**config.mk**
```make
export PLATFORM = sky130hd
export DESIGN_NAME = clint_arbiter
export DESIGN_NICKNAME = d
export VERILOG_FILES = /design/src/rtl/clint_arbiter_pkg.sv /design/src/rtl/clint_rr_arb.sv /design/src/rtl/clint_arbiter.sv
export SDC_FILE = /design/constraint.sdc
export NUM_CORES = 1
export LEC_CHECK = 0
export CORE_AREA = 4 4 230 232
export DETAILED_ROUTE_END_ITERATION = 10
export DIE_AREA = 0 0 234 236
export PLACE_DENSITY = 0.59
export SYNTH_ARGS = -nofsm -noshare
export SYNTH_HDL_FRONTEND = slang
export SYNTH_SLANG_ARGS = --single-unit
```
**constraint.sdc**
```tcl
create_clock -name cpu_clk_50M -period 5.3 [get_ports cpu_clk_50M]
set_input_delay 0.795 -clock cpu_clk_50M [delete_from_list [all_inputs] [get_ports cpu_clk_50M]]
set_output_delay 0.795 -clock cpu_clk_50M [all_outputs]
set_load 0.05 [all_outputs]
```
**src/rtl/clint_arbiter_pkg.sv**
```systemverilog
// Shared constants, state encoding and address decode for the CLINT front-end arbiter.
package clint_arbiter_pkg;

  localparam int          WORD_W        = 64;
  localparam logic        RST_ENABLE    = 1'b1;
  localparam logic [63:0] ZERO_WORD     = 64'h0;
  localparam logic [63:0] MTIME_ADDR    = 64'h0000_0000_0200_bff8;
  localparam logic [63:0] MTIMECMP_ADDR = 64'h0000_0000_0200_4000;

  typedef enum logic [1:0] {
    CARB_IDLE  = 2'd0,
    CARB_ISSUE = 2'd1,
    CARB_WAIT  = 2'd2,
    CARB_RESP  = 2'd3
  } carb_state_e;

  // Exact full-width match; the CLINT exposes only these two registers.
  function automatic logic addr_ok(input logic [WORD_W-1:0] a);
    return (a == MTIME_ADDR) || (a == MTIMECMP_ADDR);
  endfunction

endpackage

```
**src/rtl/clint_rr_arb.sv**
```systemverilog
// Two-way round-robin picker; the `last` register lives in the parent.
module clint_rr_arb (
  input  logic [1:0] req,
  input  logic       last,
  output logic       gnt_valid,
  output logic       gnt_id
);

  always_comb begin
    gnt_valid = |req;
    // With both requesting, the port that was not served last wins.
    gnt_id    = (req == 2'b11) ? ~last : req[1];
  end

endmodule

```
**src/rtl/clint_arbiter.sv**
```systemverilog
// Arbitrates two requesters onto the CLINT register port and sequences one access per grant.
// Handshake: req is held until ack; ack is a one-cycle one-hot pulse with err/rdata valid alongside it.
module clint_arbiter
  import clint_arbiter_pkg::*;
#(
  parameter int WR_TIMEOUT = 4
) (
  input  logic              cpu_clk_50M,
  input  logic              cpu_rst_n,
  input  logic [1:0]        req,
  input  logic [1:0]        we,
  input  logic [WORD_W-1:0] addr0,
  input  logic [WORD_W-1:0] addr1,
  input  logic [WORD_W-1:0] wdata0,
  input  logic [WORD_W-1:0] wdata1,
  output logic [1:0]        ack,
  output logic              err,
  output logic [WORD_W-1:0] rdata,
  output logic              read_en,
  output logic [WORD_W-1:0] read_addr,
  output logic              write_en,
  output logic [WORD_W-1:0] write_addr,
  output logic [WORD_W-1:0] data_write,
  input  logic [WORD_W-1:0] data_read,
  input  logic              clint_write_isdone,
  output logic [1:0]        dbg_state
);

  localparam logic [2:0] TO_LAST = 3'(WR_TIMEOUT - 1);

  carb_state_e       state, state_nx;
  logic              last;
  logic [2:0]        cnt;
  logic              id_q;
  logic              we_q;
  logic [WORD_W-1:0] addr_q;
  logic [WORD_W-1:0] wdata_q;
  logic              err_q;
  logic [WORD_W-1:0] rdata_q;

  logic              gnt_valid;
  logic              gnt_id;
  logic [WORD_W-1:0] sel_addr;
  logic [WORD_W-1:0] sel_wdata;

  clint_rr_arb u_rr (
    .req       (req),
    .last      (last),
    .gnt_valid (gnt_valid),
    .gnt_id    (gnt_id)
  );

  assign sel_addr  = gnt_id ? addr1  : addr0;
  assign sel_wdata = gnt_id ? wdata1 : wdata0;
  assign dbg_state = state;

  always_ff @(posedge cpu_clk_50M) begin
    if (cpu_rst_n == RST_ENABLE) begin
      state   <= CARB_IDLE;
      last    <= 1'b1;
      cnt     <= 3'd0;
      id_q    <= 1'b0;
      we_q    <= 1'b0;
      addr_q  <= ZERO_WORD;
      wdata_q <= ZERO_WORD;
      err_q   <= 1'b0;
      rdata_q <= ZERO_WORD;
    end else begin
      state <= state_nx;
      case (state)
        CARB_IDLE: begin
          if (gnt_valid) begin
            id_q    <= gnt_id;
            last    <= gnt_id;
            we_q    <= we[gnt_id];
            addr_q  <= sel_addr;
            wdata_q <= sel_wdata;
            err_q   <= ~addr_ok(sel_addr);
            rdata_q <= ZERO_WORD;
          end
        end
        CARB_ISSUE: cnt <= 3'd0;
        CARB_WAIT: begin
          if (!we_q) begin
            rdata_q <= data_read;
          end else if (!clint_write_isdone) begin
            cnt <= cnt + 3'd1;
            if (cnt == TO_LAST) err_q <= 1'b1;
          end
        end
        default: ;
      endcase
    end
  end

  always_comb begin
    state_nx = state;
    case (state)
      CARB_IDLE:  if (gnt_valid) state_nx = addr_ok(sel_addr) ? CARB_ISSUE : CARB_RESP;
      // MTIME writes get no done pulse, so they skip WAIT.
      CARB_ISSUE: state_nx = (we_q && addr_q == MTIME_ADDR) ? CARB_RESP : CARB_WAIT;
      CARB_WAIT: begin
        if (!we_q || clint_write_isdone || cnt == TO_LAST) state_nx = CARB_RESP;
      end
      CARB_RESP:  state_nx = CARB_IDLE;
      default:    state_nx = CARB_IDLE;
    endcase
  end

  always_comb begin
    ack        = 2'b00;
    err        = 1'b0;
    rdata      = ZERO_WORD;
    read_en    = 1'b0;
    read_addr  = ZERO_WORD;
    write_en   = 1'b0;
    write_addr = ZERO_WORD;
    data_write = ZERO_WORD;
    if (state == CARB_ISSUE) begin
      if (we_q) begin
        write_en   = 1'b1;
        write_addr = addr_q;
        data_write = wdata_q;
      end else begin
        read_en   = 1'b1;
        read_addr = addr_q;
      end
    end
    if (state == CARB_RESP) begin
      ack[id_q] = 1'b1;
      err       = err_q;
      rdata     = rdata_q;
    end
  end

endmodule

```
== Word-level counts from Yosys, hierarchy flattened ==
Cells that the tools add are included.

* Output and inout bits: 263
* Register bits: 201

* Magnitude comparators: 3
* Bitwise logic cells: 2
* Muxes and demuxes: 36
* Reductions and logical operators: 15
* $add $sub $neg: 1
* Eq/ne operators: 14

{| class="wikitable"
|+ Operator list
! operator !! number
|-
| 2-to-1 mux 64 bit || 11
|-
| equality test 64 x 26 -> 1 bit (second input constant) || 3
|-
| one-hot mux 64 bit (2 select lines) || 1
|-
| 2-to-1 mux 1 bit || 14
|-
| inequality test 2 bit (second input constant) || 6
|-
| 2-to-1 mux 2 bit || 4
|-
| one-hot mux 2 bit (4 select lines) || 1
|-
| equality test 2 bit (second input constant) || 3
|-
| 2-to-1 mux 3 bit || 2
|-
| one-hot mux 3 bit (2 select lines) || 1
|-
| AND reduction 3 bit || 2
|-
| AND reduction 5 bit || 1
|-
| < comparator 1 x 2 -> 1 bit (second input constant) || 2
|-
| AND reduction 2 bit || 2
|-
| nonzero test 2 bit || 2
|-
| adder 3 x 1 -> 3 bit (second input constant) || 1
|-
| equality test 3 x 2 -> 1 bit (second input constant) || 1
|-
| logical OR 1 bit || 3
|-
| equality test 2 x 1 -> 1 bit (second input constant) || 1
|-
| logical AND 1 bit || 2
|-
| zero test 2 bit || 1
|-
| inverter 1 bit || 2
|-
| one-hot mux 1 bit (2 select lines) || 1
|-
| OR reduction 2 bit || 1
|-
| 3 further kinds || 3
|}

== Depth between registers and ports, before layout ==
* Depth after elaboration: 8
* Mapped depth: 9
* Gate-level depth less buffers: 7

== Modules after synthesis ==
Synthesis repeated with hierarchy kept, for this count alone.

* Cell total of the unflattened synthesis: 1305
* Area, all modules: 10686.5 µm²

{| class="wikitable"
|+ Modules (own cells, without submodules)
! module !! instances !! cells an instance !! area an instance (µm²)
|-
| clint_arbiter || 1 || 1303 || 10672.7
|-
| clint_rr_arb || 1 || 2 || 13.8
|}

== Worst setup path after synthesis ==
OpenSTA, ideal clock, no wires.

* Kind: reg2out
* Start: reg state[0], in the netlist dbg_state[0]
* End: out read_addr[18]
* Arrival time: 2227 ps
* Data required time: 4505 ps
* Cell stages (with the launch flop): 5
* Setup slack: 2278 ps
* Cells stage by stage: dfxtp_1 > ha_1 > nor2b_1 > clkbuf_1 > and2_1

* Word-level cells in the longest chain between the ends: 2

{| class="wikitable"
|+ Ends and longest elaborated chain
! item !! line !! text
|-
| start, declared || clint_arbiter.sv:31 || <nowiki>carb_state_e state, state_nx;</nowiki>
|-
| start signal, assigned || clint_arbiter.sv:69 || <nowiki>state <= state_nx;</nowiki>
|-
| equality test 2 x 1 -> 1 bit || clint_arbiter.sv:119 || <nowiki>if (state == CARB_ISSUE) begin</nowiki>
|-
| 2-to-1 mux 64 bit || clint_arbiter.sv:119 ||
|-
| end, declared || clint_arbiter.sv:20 || <nowiki>output logic [WORD_W-1:0] read_addr,</nowiki>
|}

No other way between the ends.

== Final worst setup path ==
* Start: reg state[1], in the netlist dbg_state[1]
* End: out read_addr[22]

Same word-level chain as after synthesis.

==> summary.md <==
| Metric | Value |
|---|---|
| Net total in the final layout | 2133 |
| Count of cells resized by post-cts repair | 0 |
| Number of different library cells in the post-synthesis netlist | 39 |
| Vias in the first global route | 11.64k |
| Cell Chain, Critical Path | inv_1 > ha_4 > nor2b_4 > buf_4 > and2_1 > clkdlybuf4s50_1 |
| Hold Crit Class | register to register |
| Clock buffer count from CTS | 25 |
| Aggregate routed wire length | 51340 um |
| Count of buffers added by post-CTS timing repair for setup | 0 |
| Worst-path fanout max | 61 |
| Width of the chip | 234 um |
| Total power divided by cell area | 409.6 nW/um^2 |
| Sum of negative setup slack | 0 ps |
| Number of max-slew violations in the final report | 0 |
| Post-synthesis area per instance | 8.211 sq um |
| Wire per inst | 20.56 um |
| Longest individual stage delay on the worst path | 810 ps |
| Top area cells in the synthesized netlist | sky130_fd_sc_hd__dfxtp_1, sky130_fd_sc_hd__mux2i_1, sky130_fd_sc_hd__a211oi_1, sky130_fd_sc_hd__and2_1, sky130_fd_sc_hd__and3_1 |
| Result of the run | finished clean |
| Layout overhead on the synthesized area | 67.82% |
| Height of the die | 236 um |
| GRT Overall Usage | 17.34% |
| Sequential cell area fraction in the yosys report | 37.72% |
| Final design utilization | 35.11% |
| Type of the worst setup path | register to primary output |
| Number of rows created at floorplan | 83 |
| Area share of the largest cell type after synthesis | 37.72% |
| Count of fill cells added during filler insertion | 5235 |
| Source-to-sink clock delay at the later pin of the worst-skew pair | 530 ps |
| RSZ-0062 raised after global routing | false |
| Fraction of final layout cells with drive strength greater than 1 | 3.963% |
| Setup-failing EPs final | 0 |
| Post-route clock period utilization | 80.45% |
| Maximum number of pins on one net before global-route repair | 108 |
| Post-synthesis cell count | 1299 |
| Post-synthesis instance area | 10670 sq um |
| Clock period minus worst slack | 4264 ps |
| Most numerous cell types in the synthesized netlist | sky130_fd_sc_hd__dfxtp_1, sky130_fd_sc_hd__nor2_1, sky130_fd_sc_hd__a211oi_1, sky130_fd_sc_hd__and2_1, sky130_fd_sc_hd__mux2i_1 |
| Number of clock sinks seen by CTS | 201 |
| Die outline area | 55220 sq um |
| Detailed-routing iteration count for the pre-antenna-repair pass | 5 |
| Maximum clock frequency | 234.5 MHz |
| Worst slack on hold paths | 445.4 ps |
| Fraction of registers with async set or reset after synthesis | 0% |
| Post-Place Setup Slack | 1495 ps |
| Syn_nets | 1633 |
| Crit path launch type | register |
| Clock root buffer | sky130_fd_sc_hd__clkbuf_16 |
| Final clock skew | 16.85 ps |
| Hold Fails Final Rpt | 0 |
| First-pass GRT wire length | 74310 um |
| Antenna violations before repair | 4 |
| Vias per cell | 4.654 |
| Leakage Power | 0.006712 uW |
| Slowest library cell on the worst path | sky130_fd_sc_hd__clkdlybuf4s50_1 |
| Library cell occupying the most area in the post-synthesis netlist | sky130_fd_sc_hd__dfxtp_1 |
| Post-DP HPWL | 39650 um |
| Ant. Diodes | 0 |
| Overflow left after global routing | 0 |
| Relative slew slack | 18.16% |
| Effective utilization at floorplan | 20.92% |
| Final weighted congestion in routability-driven placement | 0.9212 |
| Worst ir drop on vdd | 439.8 uV |
| Slew at the pin with the worst max-slew slack | 1228 ps |
| Critical path capture point type | primary output |
| Main flop type after synthesis | sky130_fd_sc_hd__dfxtp_1 |
| Number of nets with antenna violations after routing | 0 |
| # H-tree levels | 1 |
| EDFF count, synth | 0 |
| Count of synthesis-stage warnings from yosys | 0 |
| Data required time at the worst endpoint | 4510 ps |
| Number of primary I/O pins | 590 |
| Total vias in the final route | 11.62k |
| Initial drt markers | 562 |
| Max Root-Sink Buffers | 3 |
| Minimum setup slack in the final design | 1036 ps |
| Clock tree from TritonCTS | built |
| Most frequently used cell type in the post-synthesis netlist | sky130_fd_sc_hd__dfxtp_1 |
| Synth Register Bits | 201 |
| Post-route DRC violation count | 0 |
| Clock slew seen by the registers of the worst setup and hold paths | 50 ps |
| Count of max-cap constraint violations | 0 |
| Critical Path AT | 3470 ps |
| Hold buffer count at cts | 0 |
| Count of input and output buffers | 589 |
| Core footprint | 50990 sq um |
==> per-stage QoR <==
step | power, uW | cells | cell area, sq um
after global routing | 7825 | 2497 | 17900
after CTS | 7457 | 2497 | 17900
final | 7332 | 2497 | 17900
after detailed placement | 5789 | 2452 | 17130
after floorplan | 4423 | 1299 | 10670
after global placement | 5749 | 2452 | 17130
==> critical path: cells and delay by family, from the launching register on <==
family / cells / cell delay [ps]
fa+ha+maj: 1 / 530
buf+inv: 3 / 1440
flops: 1 / 360
simple gates: 2 / 520
==> kinds of logic (layout without fill, tap and decap cells) <==
family                   after synthesis  in the layout  share of synthesized area, %
buffers and inverters                135            653                         4.985
flip-flops                           201            201                         37.72
AO/OA/AOI/OAI                        215            215                         13.48
adder cells (fa/ha/maj)                7              7                        0.8211
AND/OR/NAND/NOR                      612            612                         30.89
multiplexers                         129            129                         12.11
==> final timing paths <==
check | from | end | slack [ps] | cells after the start
worst max register to register | dbg_state[0] | rdata_q[9] | 2320 | 7
worst max-delay path | dbg_state[1] | read_addr[22] | 1040 | 6
worst min-delay path | rdata_q[37] | rdata_q[37] | 450 | 2
worst min register to register | rdata_q[37] | rdata_q[37] | 450 | 2
==> flip-flops by register name, indices dropped and copies added, names as in the netlist <==
register,count
addr_q,64
cnt,3
dbg_state,2
err_q,1
id_q,1
last,1
rdata_q,64
wdata_q,64
we_q,1
==> power breakdown <==
group | internal [uW] | switching, uW | leakage (uW)
Clock | 949 | 666 | 0.000383
Combinational | 1130 | 2100 | 0.00467
Sequential | 1970 | 516 | 0.00165
Total | 4050 | 3280 | 0.00671
==> routing by layer <==
layer	track usage [%]	wire, um	vias to the layer above
met5	0	0	-
met4	2.845	849	0
met3	4.577	4085	43
met2	30.67	25140	484
met1	21.39	21270	5438
li1	-	-	5657
==> final cells by class <==
| type | count | area (sq um) | share of cell area [%] |
|---|---|---|---|
| clock inverter | 7 | 37.54 | 0.2097 |
| inverter | 5 | 18.77 | 0.1048 |
| clock buffer | 38 | 734.5 | 4.103 |
| multi-input combinational | 963 | 6167 | 34.45 |
| timing repair buffer | 603 | 6065 | 33.88 |
| sequential | 201 | 4028 | 22.50 |
| tap | 680 | 850.8 | 4.753 |
==> layout by cell type, fill, tap and decap left out, drive strengths merged, types with 4 or more instances in the layout <==
| cell type | Yosys | layout |
|---|---|---|
| buf | 29 | 15 |
| mux2i | 129 | 129 |
| ha | 7 | 7 |
| nor4 | 35 | 35 |
| and2 | 131 | 131 |
| or4 | 6 | 6 |
| clkdlybuf4s50 | 0 | 588 |
| inv | 5 | 5 |
| nand4b | 4 | 4 |
| nor4b | 7 | 7 |
| nand3 | 67 | 67 |
| clkinv | 0 | 6 |
| a211oi | 130 | 130 |
| a31oi | 4 | 4 |
| dfxtp | 201 | 201 |
| nor2 | 138 | 138 |
| a21oi | 69 | 69 |
| nand4 | 13 | 13 |
| nand2 | 68 | 68 |
| clkbuf | 101 | 38 |
| and3 | 129 | 129 |
No activity file was read; power rests on OpenSTA's default activity.
